File: src/rtl/lutram_readback_checker_sat_counter.sv
// Saturating up-counter with synchronous clear; holds at all-ones.
module sat_counter #(
    parameter int WIDTH = 8
) (
    input  logic             clk,
    input  logic             rst,
    input  logic             clr,
    input  logic             inc,
    output logic [WIDTH-1:0] count
);

    always_ff @(posedge clk or posedge rst) begin
        if (rst)
            count <= '0;
        else if (clr)
            count <= '0;
        else if (inc && (count != '1))
            count <= count + 1'b1;
    end

endmodule

File: config.mk
export PLATFORM = sky130hd
export DESIGN_NAME = sat_counter
export DESIGN_NICKNAME = d
export VERILOG_FILES = /design/src/rtl/lutram_readback_checker_sat_counter.sv
export SDC_FILE = /design/constraint.sdc
export NUM_CORES = 1
export LEC_CHECK = 0
export CAP_MARGIN = 20
export CELL_PAD_IN_SITES_DETAIL_PLACEMENT = 1
export CELL_PAD_IN_SITES_GLOBAL_PLACEMENT = 1
export CORE_MARGIN = 2
export CORE_UTILIZATION = 30
export CTS_CLUSTER_SIZE = 24
export DETAILED_ROUTE_END_ITERATION = 8
export PLACE_DENSITY_LB_ADDON = 0.1
export SYNTH_ARGS = -nofsm -noshare
export SYNTH_HDL_FRONTEND = slang
export SYNTH_SLANG_ARGS = --single-unit
File: constraint.sdc
create_clock -name clk -period 1.97 [get_ports clk]
set_input_delay 0.394 -clock clk [delete_from_list [all_inputs] [get_ports clk]]
set_output_delay 0.394 -clock clk [all_outputs]
set_load 0.01 [all_outputs]
==> summary.md <==
| Metric | Value |
|---|---|
| Ports | `12` |
| Worst Path Max Fanout | `7` |
| GRT Total Usage | `13.5%` |
| DRC viols | `0` |
| Routed WL | `1170 um` |
| # Post-CTS Setup Buffers | `0` |
| CP cell instances | `clkdlybuf4s50_1` |
| HP Class | `input pin to async pin` |
| NumNets Final | `68` |
| Avg Vias per Cell | `5.40` |
| Hold buffers post-CTS | `0` |
| Clock latency on the worst-skew pair | `250 ps` |
| Biggest regs | `count x8` |
| CTS Buf Count | `3` |
| Area Overhead vs Synth | `27.3%` |
| Pre-antenna DRT Iters | `4` |
| Fraction of registers with async set/reset | `100%` |
| Netlist cell types | `25` |
| VDD IR max | `0.216 mV` |
| PortBufs | `11` |
| Fin crit period | `1680 ps` |
| Number of flops mapped to enable cells by yosys | `0` |
| Number of flip-flops under the largest register name | `8` |
| CTS root buf | `clkbuf_4` |
| Vias in the first global route | `427` |
| Num Clock Sinks | `8` |
| Worst EP arrival | `1290 ps` |
| Req. time, crit path | `1580 ps` |
| Synth Instances | `49` |
| DR iter-0 viols | `4` |
| Most flops, register | `count` |
| TritonCTS clock tree | `built` |
| First-pass GRT wire length | `1930 um` |
| # H-tree levels | `1` |
| Initial antenna violation count | `0` |
| Worst setup margin | `289 ps` |
| Vias | `416` |
| Routed Antenna Nets | `0` |
| Critical path class | `register to output port` |
| Seq/Total Area, Yosys | `39.7%` |
| RSZ-0062 raised after global routing | `false` |
| Crit. End Element | `output port` |
| Synth top area cells | `dfrtp_1 (40%), mux2_4 (12%), nor2b_1 (5.0%), a21oi_2 (3.5%), nand2_1 (3.0%)` |
| Cell taking the most area after synthesis | `dfrtp_1` |
| Least-Margin Pin Slew | `353 ps` |
| Max Freq | `595 MHz` |
| PostCTS Resize Cnt | `0` |
| Row Count | `14` |
| Syn_area_per_cell | `10.3 um2` |
| Post-DP HPWL | `883 um` |
| Ys Warns | `0` |
| Layout cells sized above 1 | `18.0%` |
| Number of max-cap violations | `0` |
| Max Root-Sink Buffers | `2` |
| Slew HR | `76.4%` |
| Initial core utilization | `32.7%` |
| CP Launch Type | `register` |
| Status | `complete, no violations` |
| Die Span X | `45.0 um` |
| Total gr overflow | `0` |
| Yosys reg bits | `8` |
| # diodes | `0` |
| LEAKAGE | `0.000286 uW` |
| Die ar. | `0.00202 mm2` |
| Worst Skew | `5.16 ps` |
| Core Box Area | `0.00154 mm2` |
| Die height | `45.0 um` |
| CP top delay family | `buffers and inverters` |
| Endpoints failing setup | `0` |
| Final Wtd Congestion | `0.805` |
| Syn_nets | `54` |
| WP buf/inv | `1` |
| Slowest CP cell | `clkdlybuf4s50_1` |
| Place WS | `85.1 ps` |
| Wire length per cell | `15.2 um` |
| TNS Setup | `0 ps` |
| Clock transition at path regs | `60 ps` |
| PwrDens | `534 mW/mm2` |
| Largest net degree at the start of global routing | `11` |
| Fin. Hold Viols | `0` |
| Post-synth top flop | `dfrtp_1` |
| Fin crit share | `85.3%` |
| Final slew viol count | `0` |
| Synthesized area | `504 um2` |
| Top cell type's share of synthesized area | `39.7%` |
| Worst stage delay on the critical path | `580 ps` |
[placed cells by master (no fill, tap or decap)]
cell / instances
o21bai_1: 1
and4_1: 1
inv_1: 2
a211oi_2: 1
o311a_1: 1
nor3_1: 1
a21oi_1: 2
nand4b_1: 1
clkbuf_4: 3
nor2b_1: 4
and2b_1: 1
mux2_4: 4
dfrtp_1: 8
and3_1: 1
clkdlybuf4s50_1: 11
nor2_1: 4
nand2b_1: 1
a21boi_2: 1
ha_1: 1
nand3_1: 2
o211a_1: 1
a21oi_2: 2
nand2_1: 4
mux2i_1: 1
nand4_1: 2
[cell type report]
type | count | area (um2)
fill | 185 | 900
timing repair buffer | 11 | 110
clock buffer | 3 | 22.5
sequential | 8 | 200
inverter | 2 | 7.51
multi-input combinational | 37 | 282
tap | 16 | 20.0
[worst register-to-register path: cells and delay by family (launching register included)]
| kind | cells | cell delay [ps] |
|---|---|---|
| flip-flops | 1 | 420 |
| multiplexers | 1 | 320 |
| adder cells (fa/ha/maj) | 1 | 270 |
| AND/OR/NAND/NOR | 1 | 260 |
| AO/OA/AOI/OAI | 1 | 260 |
[worst paths after layout]
kind	from	end	slack, ps	cells past startpoint
min in group clk	count[1]	count[1]	610	2
min reg2reg	count[1]	count[1]	610	2
max reg2reg	count[0]	count[5]	330	4
max	count[3]	count[3]	290	1
min	rst	count[4]	390	2
max in group asynchronous	rst	count[1]	1330	2
[synthesized netlist by cell type, types with 2 or more instances]
| library cell | n |
|---|---|
| nor2_1 | 4 |
| nand2_1 | 4 |
| nand3_1 | 2 |
| a21oi_2 | 2 |
| dfrtp_1 | 8 |
| nor2b_1 | 4 |
| inv_1 | 2 |
| nand4_1 | 2 |
| a21oi_1 | 2 |
| mux2_4 | 4 |
[report_power, final]
part / switching [uW] / internal (uW) / total [uW] / leakage [uW]
clock: 59.2 / 70.0 / 129 / 0.0000138
combinational: 18.8 / 21.1 / 39.9 / 0.000162
sequential: 5.47 / 168 / 174 / 0.000110
[metal layers]
layer	wire, um	share of wire [%]	up-vias	track usage (%)
met1	625	53	200	19.4
met2	468	40	11	19.1
li1	-	-	201	-
met4	25	2.1	0	5.29
met3	55	4.7	4	3.60
met5	0	0	-	0
[stage by stage]
step	total power, uW	hold slack [ps]	utilization, %	cell area, um2	std cells
finish	343	394	41.6	642	77
global route	360	426	41.6	642	77
CTS	348	416	41.6	642	77
detailed placement	217	581	40.2	619	74
global placement	217	581	40.2	619	74
floorplan	197	210	-	504	49
[kinds of logic (layout without fill, tap and decap cells)]
| group | Yosys count | after routing | share of synthesized area (%) |
|---|---|---|---|
| buffers and inverters | 4 | 16 | 4.47 |
| AO/OA/AOI/OAI | 9 | 9 | 15.6 |
| flip-flops | 8 | 8 | 39.7 |
| AND/OR/NAND/NOR | 22 | 22 | 23.8 |
| adder cells (fa/ha/maj) | 1 | 1 | 2.48 |
| multiplexers | 5 | 5 | 13.9 |
(Power assumes the default switching activity.)
